### config.mk
export PLATFORM = sky130hd
export DESIGN_NAME = jtag_tap_responder_flat
export DESIGN_NICKNAME = d
export VERILOG_FILES = /design/src/rtl/jtag_tap_responder_if.sv /design/src/rtl/jtag_tap_responder.sv /design/src/flat_wrapper.sv
export SDC_FILE = /design/constraint.sdc
export NUM_CORES = 1
export LEC_CHECK = 0
export CORE_MARGIN = 2
export CORE_UTILIZATION = 40
export CTS_CLUSTER_DIAMETER = 60
export CTS_CLUSTER_SIZE = 14
export DETAILED_ROUTE_END_ITERATION = 10
export SETUP_SLACK_MARGIN = 0.4
export SYNTH_ARGS = -nofsm -noshare
export SYNTH_HDL_FRONTEND = slang
export SYNTH_SLANG_ARGS = --single-unit
### constraint.sdc
create_clock -name clk -period 1.65 [get_ports clk]
set_input_delay 0.2475 -clock clk [delete_from_list [all_inputs] [get_ports clk]]
set_output_delay 0.2475 -clock clk [all_outputs]
set_load 0.005 [all_outputs]
### src/rtl/jtag_tap_responder_if.sv
// JTAG pin and observation bundle between a JTAG controller (master) and the
// target-side TAP responder (slave).
interface jtag_tap_responder_if #(
    parameter int INSTRUCTION_WIDTH = 5,
    parameter int TEST_VECTOR_WIDTH = 32
);
    logic                         Tms;
    logic                         Tdi;
    logic                         Tdo;
    logic                         TdoEnable;
    logic [3:0]                   tapState;
    logic [INSTRUCTION_WIDTH-1:0] currentInstruction;
    logic [TEST_VECTOR_WIDTH-1:0] capturedVector;
    logic                         vectorValid;

    modport master (
        output Tms, Tdi,
        input  Tdo, TdoEnable, tapState, currentInstruction, capturedVector, vectorValid
    );

    modport slave (
        input  Tms, Tdi,
        output Tdo, TdoEnable, tapState, currentInstruction, capturedVector, vectorValid
    );
endinterface

### src/rtl/jtag_tap_responder.sv
// Target-side IEEE 1149.1 TAP responder: 16-state TAP controller, instruction
// register, bypass register and a test-vector register that returns the
// previously held vector while capturing a new one. Tck is modelled by clk.
//
// Optional feature: define JTAG_IDCODE_EN to add a 32-bit IDCODE register
// selected by opcode 2; without it opcode 2 decodes as BYPASS.
//
// state  | meaning
// TLR    | Test-Logic-Reset, instruction forced to BYPASS
// RTI    | Run-Test/Idle
// SEL_DR | Select-DR-Scan
// CAP_DR | Capture-DR, load selected data register
// SH_DR  | Shift-DR, Tdi in / Tdo out LSB first
// EX1_DR | Exit1-DR
// PAU_DR | Pause-DR, shift register held
// EX2_DR | Exit2-DR
// UPD_DR | Update-DR, VECTOR latches capturedVector
// SEL_IR | Select-IR-Scan
// CAP_IR | Capture-IR, load 0..01
// SH_IR  | Shift-IR
// EX1_IR | Exit1-IR
// PAU_IR | Pause-IR
// EX2_IR | Exit2-IR
// UPD_IR | Update-IR, latch currentInstruction
module jtag_tap_responder #(
    parameter int          INSTRUCTION_WIDTH = 5,
    parameter int          TEST_VECTOR_WIDTH = 32,
    parameter logic [31:0] IDCODE_VALUE      = 32'h1234_5679
) (
    input  logic                 clk,
    input  logic                 reset,
    jtag_tap_responder_if.slave  jtag
);
    localparam int IW  = INSTRUCTION_WIDTH;
    localparam int TVW = TEST_VECTOR_WIDTH;

    if (!(IW inside {3, 4, 5}) || !(TVW inside {8, 16, 24, 32}) || (IDCODE_VALUE[0] != 1'b1)) begin : g_param_check
        $error("jtag_tap_responder: illegal parameter value");
    end

    typedef enum logic [3:0] {
        TLR    = 4'd0,
        RTI    = 4'd1,
        SEL_DR = 4'd2,
        CAP_DR = 4'd3,
        SH_DR  = 4'd4,
        EX1_DR = 4'd5,
        PAU_DR = 4'd6,
        EX2_DR = 4'd7,
        UPD_DR = 4'd8,
        SEL_IR = 4'd9,
        CAP_IR = 4'd10,
        SH_IR  = 4'd11,
        EX1_IR = 4'd12,
        PAU_IR = 4'd13,
        EX2_IR = 4'd14,
        UPD_IR = 4'd15
    } tap_state_e;

    tap_state_e     state_q, state_d;
    logic [IW-1:0]  ir_shift_q;
    logic [IW-1:0]  cur_instr_q;
    logic           bypass_q;
    logic [TVW-1:0] data_shift_q;
    logic [TVW-1:0] captured_q;
    logic           valid_q;
    logic           sel_vector;
    logic           sel_idcode;
    logic           idcode_tdo;
    logic           tdo_d;

    // Any opcode other than VECTOR (and IDCODE when present) falls back to BYPASS.
    assign sel_vector = (cur_instr_q == IW'(1));

`ifdef JTAG_IDCODE_EN
    logic [31:0] idcode_shift_q;

    assign sel_idcode = (cur_instr_q == IW'(2));
    assign idcode_tdo = idcode_shift_q[0];

    // IDCODE register: always 32 bits regardless of the test-vector width.
    always_ff @(posedge clk or negedge reset) begin
        if (!reset) begin
            idcode_shift_q <= '0;
        end else if (sel_idcode) begin
            if (state_q == CAP_DR) begin
                idcode_shift_q <= IDCODE_VALUE;
            end else if (state_q == SH_DR) begin
                idcode_shift_q <= {jtag.Tdi, idcode_shift_q[31:1]};
            end
        end
    end
`else
    assign sel_idcode = 1'b0;
    assign idcode_tdo = 1'b0;
`endif

    // TAP state register.
    always_ff @(posedge clk or negedge reset) begin
        if (!reset) begin
            state_q <= TLR;
        end else begin
            state_q <= state_d;
        end
    end

    // Standard TMS transition graph.
    always_comb begin
        state_d = state_q;
        unique case (state_q)
            TLR:    state_d = jtag.Tms ? TLR    : RTI;
            RTI:    state_d = jtag.Tms ? SEL_DR : RTI;
            SEL_DR: state_d = jtag.Tms ? SEL_IR : CAP_DR;
            CAP_DR: state_d = jtag.Tms ? EX1_DR : SH_DR;
            SH_DR:  state_d = jtag.Tms ? EX1_DR : SH_DR;
            EX1_DR: state_d = jtag.Tms ? UPD_DR : PAU_DR;
            PAU_DR: state_d = jtag.Tms ? EX2_DR : PAU_DR;
            EX2_DR: state_d = jtag.Tms ? UPD_DR : SH_DR;
            UPD_DR: state_d = jtag.Tms ? SEL_DR : RTI;
            SEL_IR: state_d = jtag.Tms ? TLR    : CAP_IR;
            CAP_IR: state_d = jtag.Tms ? EX1_IR : SH_IR;
            SH_IR:  state_d = jtag.Tms ? EX1_IR : SH_IR;
            EX1_IR: state_d = jtag.Tms ? UPD_IR : PAU_IR;
            PAU_IR: state_d = jtag.Tms ? EX2_IR : PAU_IR;
            EX2_IR: state_d = jtag.Tms ? UPD_IR : SH_IR;
            UPD_IR: state_d = jtag.Tms ? SEL_DR : RTI;
            default: state_d = TLR;
        endcase
    end

    // Instruction, bypass and test-vector registers; Pause/Exit states hold.
    always_ff @(posedge clk or negedge reset) begin
        if (!reset) begin
            ir_shift_q   <= '0;
            cur_instr_q  <= '0;
            bypass_q     <= 1'b0;
            data_shift_q <= '0;
            captured_q   <= '0;
            valid_q      <= 1'b0;
        end else begin
            valid_q <= 1'b0;
            case (state_q)
                TLR: cur_instr_q <= '0;
                CAP_IR: ir_shift_q <= {{(IW-2){1'b0}}, 2'b01};
                SH_IR: ir_shift_q <= {jtag.Tdi, ir_shift_q[IW-1:1]};
                UPD_IR: cur_instr_q <= ir_shift_q;
                CAP_DR: begin
                    if (sel_vector) begin
                        data_shift_q <= captured_q;
                    end else if (!sel_idcode) begin
                        bypass_q <= 1'b0;
                    end
                end
                SH_DR: begin
                    if (sel_vector) begin
                        data_shift_q <= {jtag.Tdi, data_shift_q[TVW-1:1]};
                    end else if (!sel_idcode) begin
                        bypass_q <= jtag.Tdi;
                    end
                end
                UPD_DR: begin
                    if (sel_vector) begin
                        captured_q <= data_shift_q;
                        valid_q    <= 1'b1;
                    end
                end
                default: ;
            endcase
        end
    end

    // Tdo mux: LSB of the register currently being shifted, else 0.
    always_comb begin
        tdo_d = 1'b0;
        if (state_q == SH_IR) begin
            tdo_d = ir_shift_q[0];
        end else if (state_q == SH_DR) begin
            if (sel_vector) begin
                tdo_d = data_shift_q[0];
            end else if (sel_idcode) begin
                tdo_d = idcode_tdo;
            end else begin
                tdo_d = bypass_q;
            end
        end
    end

    assign jtag.Tdo                = tdo_d;
    assign jtag.TdoEnable          = (state_q == SH_IR) || (state_q == SH_DR);
    assign jtag.tapState           = state_q;
    assign jtag.currentInstruction = cur_instr_q;
    assign jtag.capturedVector     = captured_q;
    assign jtag.vectorValid        = valid_q;
endmodule

### src/flat_wrapper.sv
// flat-port wrapper written by rule: the top's interface ports become plain ports
module jtag_tap_responder_flat 
#(
    parameter int          INSTRUCTION_WIDTH = 5,
    parameter int          TEST_VECTOR_WIDTH = 32,
    parameter logic [31:0] IDCODE_VALUE      = 32'h1234_5679
)
  (clk, reset, jtag_Tms, jtag_Tdi, jtag_Tdo, jtag_TdoEnable, jtag_tapState, jtag_currentInstruction, jtag_capturedVector, jtag_vectorValid);
  jtag_tap_responder_if #(.INSTRUCTION_WIDTH(INSTRUCTION_WIDTH), .TEST_VECTOR_WIDTH(TEST_VECTOR_WIDTH)) jtag_i ();
  input  logic clk;
  input  logic reset;
  input wire logic [$bits(jtag_i.Tms)-1:0] jtag_Tms;
  input wire logic [$bits(jtag_i.Tdi)-1:0] jtag_Tdi;
  output wire logic [$bits(jtag_i.Tdo)-1:0] jtag_Tdo;
  output wire logic [$bits(jtag_i.TdoEnable)-1:0] jtag_TdoEnable;
  output wire logic [$bits(jtag_i.tapState)-1:0] jtag_tapState;
  output wire logic [$bits(jtag_i.currentInstruction)-1:0] jtag_currentInstruction;
  output wire logic [$bits(jtag_i.capturedVector)-1:0] jtag_capturedVector;
  output wire logic [$bits(jtag_i.vectorValid)-1:0] jtag_vectorValid;
  assign jtag_i.Tms = jtag_Tms;
  assign jtag_i.Tdi = jtag_Tdi;
  assign jtag_Tdo = jtag_i.Tdo;
  assign jtag_TdoEnable = jtag_i.TdoEnable;
  assign jtag_tapState = jtag_i.tapState;
  assign jtag_currentInstruction = jtag_i.currentInstruction;
  assign jtag_capturedVector = jtag_i.capturedVector;
  assign jtag_vectorValid = jtag_i.vectorValid;
  jtag_tap_responder #(.INSTRUCTION_WIDTH(INSTRUCTION_WIDTH), .TEST_VECTOR_WIDTH(TEST_VECTOR_WIDTH), .IDCODE_VALUE(IDCODE_VALUE)) u_core (.clk(clk), .reset(reset), .jtag(jtag_i));
endmodule
-- Word level (Yosys, flattened, before mapping)
Index checks and enable logic that the tools add are counted.
- bits in registers: 80
- bits of input ports: 4
- output and inout port bits: 44
- word-level logic and storage cells: 64
- equality and inequality tests: 20
- muxes and demuxes: 26
- reduce and logical (&&, ||, !) cells: 11
- operators by type and width (operator ; number):
    32-bit two-way mux ; 2
    32-bit case mux with 2 select lines ; 1
    4-bit case mux with 12 select lines ; 1
    4-bit equality test (second input constant) ; 8
    5-bit case mux with 2 select lines ; 2
    4-bit by 3-bit equality test with 1-bit output (second input constant) ; 4
    4-bit two-way mux ; 4
    1-bit two-way mux ; 10
    4-bit by 2-bit equality test with 1-bit output (second input constant) ; 2
    2-bit two-way mux ; 3
    3-bit two-way mux ; 2
    3-bit AND reduction ; 2
    2-bit nonzero test ; 3
    5-bit by 1-bit equality test with 1-bit output (second input constant) ; 1
    4-bit by 1-bit equality test with 1-bit output (second input constant) ; 1
    4-bit zero test ; 1
    2-bit by 1-bit inequality test with 1-bit output (second input constant) ; 2
    2-bit inequality test (second input constant) ; 2
    2-bit OR reduction ; 2
    3-bit OR reduction ; 1
    1-bit case mux with 2 select lines ; 1
    2-bit AND reduction ; 1
    1-bit logical OR ; 1

-- Logic depth before layout (Yosys ltp)
Gate-level depths: netlist (run 1).
- depth after elaboration: 4
- mapped depth: 7
- depth with buffers taken out: 4

-- Least setup slack after synthesis (run 1)
OpenSTA, ideal clock, no wires.
- path kind: flip-flop to output port
- from: register u_core.state_q[0], in the netlist u_core.jtag.tapState[0]
- to: output port jtag_Tdo
- arrival time: 1564 ps
- data required time: 1402 ps
- path slack: -161 ps
- cell stages (with the launch flop): 6
- path buffers: 3
- cells stage by stage: dfrtp_1 > buf_2 > or4_1 > clkbuf_1 > buf_2 > o21ai_0
- word-level cells in the longest chain between the ends: 3
- elaborated cells between the ends (all ways): 4
- classes of those cells: eq/ne: 2; mux: 2
- ends and longest elaborated chain (item ; RTL line ; RTL):
    start, declared ; jtag_tap_responder.sv:60 ; tap_state_e state_q, state_d;
    start signal, assigned ; jtag_tap_responder.sv:103 ; state_q <= state_d;
    4-bit by 3-bit equality test with 1-bit output ; jtag_tap_responder.sv:177 ; end else if (state_q == SH_DR) begin
    1-bit two-way mux ; jtag_tap_responder.sv:177 ;
    1-bit two-way mux (*) ; jtag_tap_responder.sv:175 ; if (state_q == SH_IR) begin
    end, declared ; flat_wrapper.sv:14 ; output wire logic [$bits(jtag_i.Tdo)-1:0] jtag_Tdo;
Every way passes the cells marked *; elsewhere a longest branch is shown, timed or not.

-- Worst setup path in the final report (run 1)
- from: register u_core.cur_instr_q[3], in the netlist u_core.jtag.currentInstruction[3]
- to: register u_core.captured_q[7], in the netlist u_core.jtag.capturedVector[7]
- word-level cells in the longest chain between the ends: 2
- ends and longest elaborated chain (item ; RTL line ; RTL):
    start, declared ; jtag_tap_responder.sv:62 ; logic [IW-1:0] cur_instr_q;
    start signal, assigned ; jtag_tap_responder.sv:146 ; UPD_IR: cur_instr_q <= ir_shift_q;
    5-bit by 1-bit equality test with 1-bit output ; jtag_tap_responder.sv:73 ; assign sel_vector = (cur_instr_q == IW'(1));
    2-bit AND reduction (no line) ; n/a ;
    end signal, assigned ; jtag_tap_responder.sv:163 ; captured_q <= data_shift_q;
    end, declared ; jtag_tap_responder.sv:65 ; logic [TVW-1:0] captured_q;
Every way passes these cells.
A chain may end at the register's enable or synchronous reset.

==> results of run 1 <==
==> per-stage QoR <==
stage,utilization [%],setup WS [ns],hold WS [ns]
2_1_floorplan,-,-0.1353,-0.04809
3_3_place_gp,49.13,-0.1854,0.1956
3_5_place_dp,49.13,-0.2237,0.2025
4_1_cts,56.46,-0.2168,0.3608
5_1_grt,61.36,-0.4040,0.3672
6_report,61.36,-0.2884,0.3579
==> sequential cells by signal, summed over array words and instances (netlist names) <==
| register | count |
|---|---|
| u_core.data_shift_q | 32 |
| u_core.jtag.capturedVector | 32 |
| u_core.ir_shift_q | 5 |
| u_core.jtag.currentInstruction | 5 |
| u_core.jtag.tapState | 4 |
| u_core.bypass_q | 1 |
| u_core.jtag.vectorValid | 1 |
==> kinds of logic (layout without fill, tap and decap cells) <==
kind of cell,count (synthesis),count (layout),share of synthesized area [%]
compound gates,70,70,11.85
xor+xnor,1,1,0.2477
buf+inv,28,154,4.635
flops,80,80,56.62
mux,33,33,10.47
simple gates,131,132,16.17
==> synth_stat cells (4+ instances only) <==
cell,n,area [µm²]
o22ai_1,6,37.54
o21ai_0,12,60.06
nor2_1,41,153.9
mux2_2,32,360.4
nand2_1,76,285.3
clkbuf_1,9,33.78
dfrtp_1,80,2002
a31oi_1,33,206.5
buf_2,8,40.04
buf_6,6,67.56
inv_1,4,15.01
a21oi_1,14,70.07
==> metal layers <==
layer | vias up | global-route usage [%]
met5 | - | 0
met4 | 0 | 6.303
met3 | 10 | 4.796
met2 | 57 | 28.03
met1 | 1470 | 24.21
li1 | 1440 | -
==> power by group <==
part / switching (mW) / total [mW] / leakage (nW) / internal [mW]
clock: 0.738 / 1.60 / 0.108 / 0.863
combinational: 1.97 / 4.40 / 1.25 / 2.43
sequential: 0.561 / 3.26 / 1.07 / 2.70
==> area by class of cell <==
| cell class | instances | area share, % |
|---|---|---|
| flip-flops and latches | 80 | 37.80 |
| clock inverters | 6 | 1.747 |
| well taps | 108 | 2.550 |
| inverters | 4 | 0.4959 |
| clock buffers | 10 | 2.408 |
| repair buffers | 134 | 25.24 |
| multi-input cells | 236 | 29.75 |
==> critical path: cells and delay by family (launching register included) <==
kind                   cells  cell delay (ns)
AND/OR/NAND/NOR            3             0.65
buffers and inverters      3             0.47
flip-flops                 1             0.39
multiplexers               1             0.33
==> path summary, 6_finish.rpt <==
check | depth (start not counted) | from | slack (ns) | end
max | 7 | u_core.jtag.currentInstruction[3] | -0.29 | u_core.jtag.capturedVector[7]
min | 2 | reset | 0.36 | u_core.data_shift_q[20]
max reg2reg | 7 | u_core.jtag.currentInstruction[3] | -0.29 | u_core.jtag.capturedVector[7]
min reg2reg | 1 | u_core.jtag.capturedVector[31] | 0.54 | u_core.jtag.capturedVector[31]
max in group asynchronous | 3 | reset | 0.80 | u_core.jtag.capturedVector[4]
min in group clk | 3 | jtag_Tdi | 0.52 | u_core.ir_shift_q[4]
==> what timing repair did <==
item,in CTS,in global routing
resized for setup,141,63
hold buffers,1,0
setup endpoints to repair,118,105
buffers inserted,41,17
pin swaps,16,17
gates cloned,0,6
hold endpoints to repair,25,0
==> run_results.csv, run 1 <==
group,metric,value,unit
run_status,violations,"negative setup slack",
finish,layout_commonest_cell,"dfrtp_1",
placement,post-place-cells,497,
floorplan,die_x,98.02,µm
finish,n_fill_cell,719,
global_routing,grt.total_usage,17.90,%
synth,yosysWarnings,0,
power_and_ir_drop,ir_worst_vdd,1379,µV
timing,finClkSkew,0.01002,ns
finish,regArea,2003,µm²
power_and_ir_drop,total_power,9.259,mW
placement,port_buffers,47,
drt,vias_per_cell,5.151,
synth,syn_area_per_cell,10.31,µm²
worst_setup_path,path_class,"flip-flop to flip-flop",
timing,fmax,515.9,MHz
synth,synth_fp_nets,347,
clock_tree,cts_sinks,80,
clock_tree,cts-buffers-inserted,9,
clock_tree,cts.clk_slew.worst_paths,0.09,ns
synth,async_flop_share,100.0,%
finish,syn2layout_area_growth,49.86,%
worst_setup_path,critical_path.max_stage_delay,0.39,ns
finish,finalNonFillerCells,578,
clock_tree,clock_path_buffers,2,
finish,layout-drive-gt1-share,38.72,%
drt,dr.max_layer_used,"met4",
synth,synth_edf_count,0,
timing,finalHoldViolations,0,
clock_tree,htreeDepth,3,
placement,dp_hpwl,4.814,mm
clock_tree,cts-root-buf,"clkbuf_8",
placement,placed_area,4243,µm²
synth,syn-instance-count,343,
floorplan,die_h,98.02,µm
timing,worstMarginPinSlew,0.3897,ns
worst_setup_path,end_kind,"flip-flop",
floorplan,io_pins,48,
timing,setup_viol,66,
drt,firstDrtPassIters,5,
worst_setup_path,cp_cell_sequence,"nor3b_2 > and2_4 > buf_6 > nor4b_4 > buf_6 > clkbuf_16 > mux2_2",
drt,antenna_left,0,
clock_tree,tritoncts,"done",
timing,layout_setup_ws,-0.2884,ns
drt,drt-met1-wl,4.169,mm
worst_setup_path,start_kind,"flip-flop",
floorplan,std_cell_rows,34,
global_routing,grt_pass1_vias,2829,
global_routing,gr-total-overflow,0,
power_and_ir_drop,p_leak,2.429,nW
synth,syn_area,3536,µm²
synth,synth-seq-cells,80,
finish,fin_nets,469,
global_routing,grt_pass1_wl,13.86,mm
placement,place_congestion,0.8271,
drt,avgRoutedWirePerCell,15.65,µm
worst_setup_path,required,1.89,ns
timing,max_slew_margin,74.02,%
flow_run,drv_cap,0,
finish,mostFrequentLayoutCells,"dfrtp_1, nand2_1, buf_4, nor2_1, a31oi_1",
clock_tree,clkLatencyLatePin,0.35,ns
timing,min_period_over_period,117.5,%
synth,yosysSeqAreaShare,56.62,%
run_status,status,"finished, violations left",
floorplan,core,8636,µm²
drt,vias,2977,
drt,wl_met2,4.435,mm
global_routing,grt_max_degree,34,
finish,multiInputGateArea,1577,µm²
worst_setup_path,path_max_fanout,8,
floorplan,dieArea,9608,µm²
worst_setup_path,cpMaxStageDelayCell,"dfrtp_1",
drt,routed-wl-met3,320,µm
timing,min_period,1.938,ns
synth,ys.flop_type,"dfrtp_1",
timing,setup_tns,-11.37,ns
worst_setup_path,cp.arrival,2.18,ns
drt,drtIter0Drc,149,
floorplan,floorplan.initialDensity,40.94,%
hold_path,min_path_type,"primary input to asynchronous set/reset pin",
drt,drc,0,
timing,drv_slew,0,
synth,synth_cell_types,29,
timing,rsz0062_at_grt,"true",
worst_setup_path,cp_common_cell,"buf_6",
global_routing,antenna_found_initial,0,
finish,diodes,0,
power_and_ir_drop,p_per_area,1747,nW/µm²
drt,wl,9.046,mm
finish,design_area,5299,µm²
No activity file was read; power rests on OpenSTA's default activity.
==> run 2: changes to the inputs <==
- CTS_BUF_LIST: not set -> sky130_fd_sc_hd__clkbuf_4
==> run_results.csv, run 2 (synthesis results as in run 1) <==
group,metric,value,unit
run_status,status,"finished, violations left",
run_status,violations,"negative setup slack",
global_routing,grt_pass1_wl,14.87,mm
worst_setup_path,path_class,"flip-flop to output pin",
floorplan,die_h,98.02,µm
power_and_ir_drop,total_power,9.334,mW
timing,timing.hold.ws,0.2789,ns
placement,port_buffers,47,
worst_setup_path,end_kind,"output pin",
clock_tree,cts_sinks,80,
worst_setup_path,start_kind,"flip-flop",
clock_tree,tritoncts,"done",
placement,place_congestion,0.8271,
flow_run,drv_cap,0,
finish,syn2layout_area_growth,50.39,%
drt,drc,0,
drt,vias_per_cell,5.198,
clock_tree,htreeDepth,3,
clock_tree,cts-buffers-inserted,9,
global_routing,grt_max_degree,34,
placement,dp_hpwl,4.814,mm
timing,setup_viol,67,
timing,min_period,1.976,ns
worst_setup_path,path_max_fanout,3,
drt,routed-wl-met3,415,µm
timing,finalHoldViolations,0,
drt,drt-met1-wl,4.338,mm
floorplan,core,8636,µm²
floorplan,floorplan.initialDensity,40.94,%
floorplan,std_cell_rows,34,
placement,post-place-cells,497,
clock_tree,cts.clk_slew.worst_paths,0.13,ns
finish,diodes,0,
timing,fmax,506.0,MHz
timing,worstMarginPinSlew,0.3983,ns
timing,layout_setup_ws,-0.3261,ns
timing,rsz0062_at_grt,"true",
finish,layout-drive-gt1-share,48.55,%
power_and_ir_drop,p_leak,2.533,nW
timing,max_slew_margin,73.45,%
finish,fin_nets,483,
global_routing,gr-total-overflow,0,
global_routing,antenna_found_initial,0,
worst_setup_path,required,1.40,ns
finish,layout_commonest_cell,"dfrtp_1",
global_routing,grt_pass1_vias,2960,
global_routing,grt.total_usage,19.39,%
drt,vias,3077,
floorplan,die_x,98.02,µm
clock_tree,clock_path_buffers,2,
timing,drv_slew,0,
clock_tree,cts-root-buf,"clkbuf_4",
timing,min_period_over_period,119.8,%
hold_path,min_path_type,"primary input to asynchronous set/reset pin",
drt,avgRoutedWirePerCell,16.24,µm
drt,wl,9.614,mm
finish,finalNonFillerCells,592,
drt,antenna_left,0,
finish,n_fill_cell,701,
floorplan,io_pins,48,
finish,mostFrequentLayoutCells,"dfrtp_1, nand2_1, buf_4, nor2_1, buf_2",
drt,wl_met2,4.715,mm
timing,finClkSkew,0.01565,ns
clock_tree,clkLatencyLatePin,0.43,ns
drt,dr.max_layer_used,"met4",
power_and_ir_drop,ir_worst_vdd,1371,µV
worst_setup_path,cp.arrival,1.73,ns
power_and_ir_drop,p_per_area,1755,nW/µm²
floorplan,dieArea,9608,µm²
drt,firstDrtPassIters,4,
drt,drtIter0Drc,160,
finish,utilization,61.58,%
placement,preCtsSetupSlack,-0.2237,ns
run 2: what timing repair did:
action                                  4_1_cts  5_1_grt
pin swaps                                    23        9
gates resized for setup                     237       54
hold buffers                                  1        0
endpoints found under the setup margin      121      121
setup buffers                                51       20
cloned                                        2        5
hold endpoints to repair                     25        0
run 2: metal layers:
| layer | up-vias | GRT usage [%] |
|---|---|---|
| met5 | - | 0 |
| met4 | 0 | 5.769 |
| met3 | 14 | 5.798 |
| met2 | 70 | 30.61 |
| met1 | 1528 | 26.05 |
| li1 | 1465 | - |
run 2: final cells by class:
cell class	instances	area [µm²]	area share, %
Clock buffer	10	75.07	1.412
Timing Repair Buffer	148	1339	25.18
Clock inverter	6	92.59	1.741
Sequential cell	80	2002	37.65
Multi-Input combinational cell	236	1652	31.06
Inverter	4	22.52	0.4235
Tap cell	108	135.1	2.541
run 2: worst paths after layout:
check | endpoint | cells after the start | slack, ns | start
setup / recovery | jtag_Tdo | 3 | -0.33 | u_core.jtag.tapState[0]
min in group clk | u_core.ir_shift_q[4] | 3 | 0.44 | jtag_Tdi
setup reg to reg | u_core.jtag.capturedVector[25] | 7 | -0.32 | u_core.jtag.currentInstruction[3]
max in group asynchronous | u_core.jtag.capturedVector[4] | 3 | 0.88 | reset
hold / removal | u_core.jtag.capturedVector[20] | 2 | 0.28 | reset
hold reg to reg | u_core.jtag.capturedVector[11] | 1 | 0.55 | u_core.data_shift_q[11]
run 2: critical path: stages, from the launching register on:
cell and delay, ns:
dfrtp_1 0.43, or4_4 0.57, o21ai_2 0.18, buf_2 0.13
run 2: metrics by stage:
| stage | setup TNS, ns | instance area, µm² |
|---|---|---|
| 6_report | -14.21 | 5318 |
| 5_1_grt | -19.02 | 5318 |
| 4_1_cts | -10.08 | 4875 |
| 3_5_place_dp | -5.938 | 4243 |
| 3_3_place_gp | -4.900 | 4243 |
| 2_1_floorplan | -4.042 | 3571 |
run 2: report_power, final:
group | switching [mW] | leakage, nW | internal, mW | total, mW
Combinational | 2.12 | 1.38 | 2.62 | 4.74
Clock | 0.706 | 0.0885 | 0.642 | 1.35
Sequential | 0.558 | 1.07 | 2.69 | 3.25
